## src/rtl/uart_tx_fifo_pkg.sv

```systemverilog
// Shared framing constants and serializer state encoding for the UART transmit path.
package uart_tx_fifo_pkg;

  localparam int unsigned UART_FRAME_BITS = 10;
  // bit_cnt value while the stop bit is being launched, and at its end.
  localparam logic [3:0]  STOP_BIT_CNT    = 4'(UART_FRAME_BITS - 2);
  localparam logic [3:0]  STOP_CNT        = 4'(UART_FRAME_BITS - 1);

  typedef enum logic [1:0] {
    ST_IDLE  = 2'd0,
    ST_ARM   = 2'd1,
    ST_SHIFT = 2'd2
  } state_t;

endpackage

```

## src/rtl/uart_tx_fifo_sync_fifo.sv

```systemverilog
// Single-clock circular FIFO with wrap-bit pointers; read data is combinational.
module sync_fifo #(
  parameter int FIFO_AW = 4,
  parameter int W       = 8
) (
  input  logic             clk_in,
  input  logic             rst,
  input  logic             push_i,
  input  logic             pop_i,
  input  logic [W-1:0]     wdata_i,
  output logic [W-1:0]     rdata_o,
  output logic             full_o,
  output logic             empty_o,
  output logic [FIFO_AW:0] count_o
);

  logic [W-1:0]     mem_q [2**FIFO_AW];
  logic [FIFO_AW:0] wr_ptr_q, rd_ptr_q;
  logic             do_push, do_pop;

  // Same index with differing wrap bits means the writer lapped the reader.
  assign full_o  = (wr_ptr_q[FIFO_AW] != rd_ptr_q[FIFO_AW]) &&
                   (wr_ptr_q[FIFO_AW-1:0] == rd_ptr_q[FIFO_AW-1:0]);
  assign empty_o = (wr_ptr_q == rd_ptr_q);
  assign count_o = wr_ptr_q - rd_ptr_q;
  assign rdata_o = mem_q[rd_ptr_q[FIFO_AW-1:0]];
  assign do_push = push_i & ~full_o;
  assign do_pop  = pop_i & ~empty_o;

  always_ff @(posedge clk_in) begin
    if (rst) begin
      wr_ptr_q <= '0;
      rd_ptr_q <= '0;
    end else begin
      if (do_push) wr_ptr_q <= wr_ptr_q + (FIFO_AW+1)'(1);
      if (do_pop)  rd_ptr_q <= rd_ptr_q + (FIFO_AW+1)'(1);
    end
  end

  always_ff @(posedge clk_in) begin
    if (do_push) mem_q[wr_ptr_q[FIFO_AW-1:0]] <= wdata_i;
  end

endmodule

```

## src/rtl/uart_tx_fifo.sv

```systemverilog
// Buffered 8N1 UART transmitter: FIFO-fed serializer paced by an external clk_div strobe.
module uart_tx_fifo
  import uart_tx_fifo_pkg::*;
#(
  parameter int FIFO_AW = 4,
  parameter int DIVIDER = 5
) (
  input  logic             clk_in,
  input  logic             rst,
  input  logic [7:0]       in_data,
  input  logic             in_valid,
  output logic             in_ready,
  output logic             baud_en,
  input  logic             baud_pulse,
  output logic             tx,
  output logic             busy,
  output logic [FIFO_AW:0] fifo_count
);

  // DIVIDER only documents the pairing with clk_div; bit timing comes from baud_pulse.
  if (DIVIDER < 1) begin : g_divider_unsupported
  end

  state_t     state_q;
  logic [7:0] shift_q;
  logic [3:0] bit_cnt_q;
  logic       tx_q, baud_en_q;
  logic       fifo_full, fifo_empty, fifo_pop, frame_end;
  logic [7:0] fifo_rdata;

  assign frame_end = (state_q == ST_SHIFT) && baud_pulse && (bit_cnt_q == STOP_CNT);
  assign fifo_pop  = ~fifo_empty && ((state_q == ST_IDLE) || frame_end);

  assign in_ready = ~fifo_full;
  assign tx       = tx_q;
  assign baud_en  = baud_en_q;
  assign busy     = (state_q != ST_IDLE) | ~fifo_empty;

  sync_fifo #(.FIFO_AW(FIFO_AW), .W(8)) u_fifo (
    .clk_in  (clk_in),
    .rst     (rst),
    .push_i  (in_valid),
    .pop_i   (fifo_pop),
    .wdata_i (in_data),
    .rdata_o (fifo_rdata),
    .full_o  (fifo_full),
    .empty_o (fifo_empty),
    .count_o (fifo_count)
  );

  always_ff @(posedge clk_in) begin
    if (rst) begin
      state_q   <= ST_IDLE;
      tx_q      <= 1'b1;
      baud_en_q <= 1'b0;
      bit_cnt_q <= '0;
    end else begin
      case (state_q)
        ST_IDLE: begin
          tx_q      <= 1'b1;
          baud_en_q <= 1'b0;
          if (!fifo_empty) begin
            shift_q   <= fifo_rdata;
            baud_en_q <= 1'b1;
            state_q   <= ST_ARM;
          end
        end
        ST_ARM: begin
          if (baud_pulse) begin
            tx_q      <= 1'b0;
            bit_cnt_q <= '0;
            state_q   <= ST_SHIFT;
          end
        end
        ST_SHIFT: begin
          if (baud_pulse) begin
            if (bit_cnt_q < STOP_BIT_CNT) begin
              tx_q      <= shift_q[0];
              shift_q   <= {1'b0, shift_q[7:1]};
              bit_cnt_q <= bit_cnt_q + 4'd1;
            end else if (bit_cnt_q == STOP_BIT_CNT) begin
              tx_q      <= 1'b1;
              bit_cnt_q <= bit_cnt_q + 4'd1;
            end else if (!fifo_empty) begin
              // Next start bit follows the stop bit with no idle gap.
              shift_q   <= fifo_rdata;
              tx_q      <= 1'b0;
              bit_cnt_q <= '0;
            end else begin
              baud_en_q <= 1'b0;
              state_q   <= ST_IDLE;
            end
          end
        end
        default: state_q <= ST_IDLE;
      endcase
    end
  end

endmodule

```

## config.mk

```make
export PLATFORM = sky130hd
export DESIGN_NAME = uart_tx_fifo
export DESIGN_NICKNAME = d
export VERILOG_FILES = /design/src/rtl/uart_tx_fifo_pkg.sv /design/src/rtl/uart_tx_fifo_sync_fifo.sv /design/src/rtl/uart_tx_fifo.sv
export SDC_FILE = /design/constraint.sdc
export NUM_CORES = 1
export LEC_CHECK = 0
export ABC_AREA = 1
export BUFFER_PORTS_ARGS = -buffer_cell sky130_fd_sc_hd__buf_2
export CELL_PAD_IN_SITES_DETAIL_PLACEMENT = 0
export CELL_PAD_IN_SITES_GLOBAL_PLACEMENT = 1
export CORE_UTILIZATION = 53
export CTS_CLUSTER_SIZE = 30
export DETAILED_ROUTE_END_ITERATION = 6
export PLACE_DENSITY = 0.83
export REMOVE_ABC_BUFFERS = 1
export SYNTH_ARGS = -nofsm -noshare
export SYNTH_HDL_FRONTEND = slang
export SYNTH_HIERARCHICAL = 1
export SYNTH_SLANG_ARGS = --single-unit
export TNS_END_PERCENT = 30
```

## constraint.sdc

```tcl
create_clock -name clk_in -period 7.05 [get_ports clk_in]
set_input_delay 1.0575 -clock clk_in [delete_from_list [all_inputs] [get_ports clk_in]]
set_output_delay 1.0575 -clock clk_in [all_outputs]
set_load 0.01 [all_outputs]
```

### Word level (Yosys, flattened, before mapping)

Memory sizes are Yosys's and may differ from the RTL's. A register that Yosys moved wholly into a read port is not among the register bits.
Cells that the tools add are included.

| storage, ports and cells | value |
|---|---|
| bits in registers | 26 |
| latch bits | 0 |
| RAM bits | 128 |
| ROM bits | 0 |
| input bits | 12 |
| output and inout bits | 9 |
| logic and storage cells | 83 |
| memories | 1 |

Memories:

| name | words | bits a word | rd ports | clocked after Yosys merged registers in | wr ports | RTL line | source |
|---|---|---|---|---|---|---|---|
| u_fifo.mem_q | 16 | 8 | 1 | 1 | 1 | uart_tx_fifo_sync_fifo.sv:17 | `logic [W-1:0] mem_q [2**FIFO_AW];` |

| cells by class | value |
|---|---|
| $add $sub $neg | 4 |
| multiply operators | 0 |
| divide/modulo/power cells | 0 |
| magnitude comparators | 1 |
| equal/unequal tests | 15 |
| shifts and indexed selects | 0 |
| muxes and demuxes | 34 |
| bitwise gates (word level) | 6 |
| reduce and logical (&&, ||, !) cells | 15 |

Operators by type and width:

| kind | count |
|---|---|
| 2-to-1 mux 8 bit | 4 |
| 2-to-1 mux 4 bit | 7 |
| case mux 8 bit (2 select lines) | 1 |
| 2-to-1 mux 1 bit | 12 |
| 2-to-1 mux 2 bit | 6 |
| inequality test 2 bit, second input constant | 6 |
| AND reduction 4 bit | 3 |
| adder 5 x 1 -> 5 bit, second input constant | 2 |
| == test 4 bit, second input constant | 2 |
| case mux 4 bit (2 select lines) | 1 |
| case mux 2 bit (3 select lines) | 1 |
| AND reduction 6 bit | 1 |
| nonzero test 2 bit | 3 |
| == test 5 bit | 1 |
| AND reduction 5 bit | 1 |
| subtractor 5 bit | 1 |
| adder 4 x 1 -> 4 bit, second input constant | 1 |
| == test 4 bit | 1 |
| logical AND 1 bit | 4 |
| < comparator 4 bit, second input constant | 1 |
| inequality test 4 x 2 -> 1 bit, second input constant | 1 |
| inequality test 3 bit, second input constant | 1 |
| inverter 1 bit | 3 |
| case mux 1 bit (3 select lines) | 1 |
| other kinds (9) | 10 |

### Logic depth before layout (Yosys ltp)

| depth | value |
|---|---|
| depth after elaboration | 8 |
| mapped depth | 15 |
| mapped depth without buffers | 14 |

### Cells and area by module

Netlist, hierarchy kept.

Modules (own cells, without submodules):

| module | instances | cells each | area an instance (um^2) | sequential area each (um^2) |
|---|---|---|---|---|
| sync_fifo | 1 | 658 | 6,475.0 | 4,124.0 |
| uart_tx_fifo | 1 | 143 | 1,037.2 | 400.4 |

### Worst setup path before layout

OpenSTA, ideal clock, no wires.

| path | value |
|---|---|
| path type | flip-flop to output port |
| start point | register u_fifo.rd_ptr_q[2] |
| end point | output port busy |
| data arrival time | 1,597 ps |
| data required time | 5,992 ps |
| slack | 4,395 ps |
| stages on the path, launching flop included | 10 |
| buffers on the path | 2 |
| cells stage by stage | dfxtp_1 -> clkbuf_1 -> inv_1 -> ha_1 -> nand2_2 -> nor2_4 -> nand2_4 -> inv_1 -> buf_2 -> nand2_1 |

| on the way | value |
|---|---|
| word-level cells in the longest chain between the ends | 3 |

Ends and longest elaborated chain:

| what | RTL line | source |
|---|---|---|
| start: declaration | uart_tx_fifo_sync_fifo.sv:18 | `logic [FIFO_AW:0] wr_ptr_q, rd_ptr_q;` |
| start signal: assignment | uart_tx_fifo_sync_fifo.sv:36 | `if (do_pop) rd_ptr_q <= rd_ptr_q + (FIFO_AW+1)'(1);` |
| == test 5 bit | uart_tx_fifo_sync_fifo.sv:24 | `assign empty_o = (wr_ptr_q == rd_ptr_q);` |
| via fifo_empty | uart_tx_fifo.sv:28 | `logic fifo_full, fifo_empty, fifo_pop, frame_end;` |
| inverter 1 bit | uart_tx_fifo.sv:37 | `assign busy = (state_q != ST_IDLE) \| ~fifo_empty;` |
| bitwise OR 1 bit | uart_tx_fifo.sv:37 |  |
| end: declaration | uart_tx_fifo.sv:16 | `output logic busy,` |

The timed path passes the listed nets, and every way through them passes these cells.

### Final worst setup path

Ends and elaborated chain as after synthesis.

==> results.py <==
metrics = {
    "status": {
        "status": "finished clean",
    },
    "floorplanning": {
        "initial_core_util_pct": 54.33,
        "coreArea_um2": 13830,
        "die_w_um": 121.1,
        "io_pins": 21,
        "die_h_um": 121.1,
        "rows": 43,
        "dieArea_um2": 14650,
    },
    "cts": {
        "path_clk_slew_ns": 0.06,
        "cts_root_buf": "clkbuf_16",
        "cts_setup_buffers": 0,
        "tritoncts": "yes",
        "numClockSinks": 158,
        "cts-buffers-inserted": 17,
        "cts.repair.resized": 0,
        "clkLatencyLatePin_ns": 0.43,
        "h-tree-depth": 4,
        "cts_hold_buf": 0,
        "cts.path.max_buffers": 2,
    },
    "finish": {
        "stdcell_area_um2": 8228,
        "fin_nets": 846,
        "finish.utilization_pct": 59.51,
        "drive_gt1_share_pct": 8.848,
        "area_growth_pct": 9.527,
        "n_antenna_cell": 0,
    },
    "logic_synthesis": {
        "ys_seq_area_share_pct": 60.23,
        "synth.distinct_cells": 29,
        "synth_area_leader_cell": "edfxtp_1",
        "ys_warn_count": 6,
        "yosys-top-cells-area": "edfxtp_1, nand2_1, nand3_1",
        "synth_top_cell_area_share_pct": 54.36,
        "ys_seq_elements": 158,
        "avgSynthCellArea_um2": 9.379,
        "synthCells": 801,
        "syn_area_um2": 7512,
    },
    "pwr": {
        "p_leak_nw": 3.550,
        "p_switching_w": 0.0009423,
        "p_int_w": 0.001823,
        "comb_power_share_pct": 29.0,
        "peakVddDrop_v": 0.0001820,
        "powerDensity_nw_per_um2": 336.1,
        "swShare_pct": 34.08,
        "p_clk_share_pct": 29.6,
        "p_seq_share_pct": 41.4,
    },
    "route": {
        "first_pass_iters": 5,
        "avgRoutedWirePerCell_um": 16.26,
        "vias": 5291,
        "postRouteAntennaNets": 0,
        "post-route-drc-count": 0,
        "routed_wirelength_mm": 16.34,
        "viasPerCell": 5.265,
        "drt_iter0_markers": 350,
    },
    "timing": {
        "final.min_clock_period_ns": 3.299,
        "fmax_ghz": 0.3031,
        "fin_setup_tns_ns": 0,
        "fin_worst_skew_ns": 0.006366,
        "tightest_slew_ns": 1.219,
        "rsz0062_at_grt": "no",
        "hold_viol_final": 0,
        "drv_slew": 0,
        "setup_violations": 0,
        "period_share_pct": 46.80,
        "relSlewSlack_pct": 18.68,
    },
    "critical_path": {
        "critPathCaptureType": "output pin",
        "ff2ff_setup_slack_ns": 4.24,
        "cp.required_ns": 5.99,
        "path_class": "register to output pin",
        "crit_arrival_ns": 2.24,
        "reg2reg_depth": 10,
        "worst_setup_path_start_kind": "register",
        "r2r_end": "shift_q[0]",
        "critical_path.max_fanout": 12,
    },
    "global_route": {
        "grt_pass1_wl_mm": 26.07,
        "grt.overflow.total": 0,
        "grt_usage_pct": 24.13,
        "grt_max_degree": 66,
        "antenna_found_initial": 0,
        "grt_pass1_vias": 5038,
    },
    "min_path": {
        "hp-start": "baud_en",
        "worstHoldPathCells": 2,
        "hold_end": "baud_en",
        "hp-class": "register to register",
    },
    "placement": {
        "portBuffers": 20,
        "place_congestion": 0.8075,
        "place_hpwl_mm": 10.20,
        "placed_area_um2": 7717,
    },
    "job": {
        "maxCapViolations": 0,
    },
}
==> sequential cells by signal, summed over array words and instances, names as in the netlist, named ones only <==
name	cells
state_q	2
u_fifo/wr_ptr_q	5
bit_cnt_q	4
baud_en	1
u_fifo/rd_ptr_q	5
shift_q	8
tx	1
u_fifo/mem_q	128
==> Yosys cell counts <==
library cell	instances
xor2_1	5
nand2_2	5
buf_6	1
nor2_4	1
dfxtp_1	22
buf_2	19
nor2_8	1
a21oi_1	11
o21ai_1	1
a21oi_2	2
fa_1	1
edfxtp_1	136
o21ai_2	1
inv_2	4
buf_1	2
inv_1	127
nor3_1	4
clkbuf_1	4
inv_6	1
o21ai_0	21
nand2_4	6
buf_4	4
nand2_1	231
nor2_1	47
ha_1	18
nand3_1	118
inv_4	1
nand4_1	6
nand2_8	1
==> per-stage QoR <==
stage	instances	total power (W)	setup WS, ns	hold WS, ns
CTS	1005	0.002781	3.728	0.4806
detailed placement	976	0.001966	4.204	0.4605
global route	1005	0.002927	3.570	0.5052
finish	1005	0.002765	3.751	0.4721
global placement	976	0.001943	4.221	0.4494
floorplan	771	0.001716	4.153	0.4659
==> power by group through the flow <==
stage,Sequential [W],Combinational [W],Clock (W)
final,0.00114,0.000801,0.000820
after global routing,0.00115,0.000909,0.000864
after CTS,0.00115,0.000807,0.000828
after detailed placement,0.00116,0.000802,0
after global placement,0.00116,0.000781,0
after floorplan,0.00120,0.000520,0
==> final cells by class <==
cell class,instances,area [um2]
fill,1201,5599
sequential,158,4526
multi-input combinational,480,2322
inverter,133,506.7
clock buffer,20,436.7
tap,180,225.2
timing repair buffer,25,137.6
clock inverter,9,73.82
==> how the worst max path moves through the flow <==
stage	from	cells after the start	to	slack, ns
2_1_floorplan	register	9	shift_q[0]	4.15
3_3_place_gp	u_fifo/rd_ptr_q[2]	8	busy	4.22
3_5_place_dp	u_fifo/rd_ptr_q[2]	8	busy	4.20
4_1_cts	u_fifo/rd_ptr_q[2]	8	busy	3.73
5_1_grt	u_fifo/rd_ptr_q[2]	8	busy	3.57
6_report	u_fifo/rd_ptr_q[2]	8	busy	3.75
==> worst max-delay path, cell delays in order, from the launching register on <==
cell	delay [ns]
dfxtp_1	0.44
inv_1	0.07
ha_1	0.39
nand2_2	0.09
nor2_4	0.17
nand2_4	0.09
inv_1	0.28
nand2_1	0.12
buf_2	0.16
==> routing by layer <==
layer  global-route usage [%]  up-vias  part of all wire [%]
met5                        0        -                     0
met3                    4.323       32                   5.8
met2                    38.29      162                    47
met1                    32.70     2493                    45
li1                         -     2604                     -
met4                    10.19        0                   2.3
==> logic make-up after synthesis <==
kind of cell	count (synthesis)	share of synthesized area [%]
simple gates	420	24.52
buf+inv	163	8.861
flops	158	60.23
compound gates	36	2.548
fa+ha+maj	19	3.265
xor+xnor	5	0.5829
==> cells in the final DEF (no fill, tap or decap), types with 2 or more instances in the layout <==
master,Yosys,routed
nand2_2,5,5
ha_1,18,18
inv_2,4,4
edfxtp_1,136,136
a21oi_2,2,2
clkbuf_1,4,3
buf_2,19,20
inv_1,127,127
clkinv_1,0,2
nand3_1,118,118
o21ai_0,21,21
xor2_1,5,5
clkinv_2,0,4
nor3_1,4,4
buf_4,4,5
a21oi_1,11,11
dfxtp_1,22,21
nor2_1,47,47
nand2_1,231,231
nand4_1,6,6
nand2_4,6,6
clkbuf_16,0,17
Note: power is estimated with default switching activity, not from simulation.
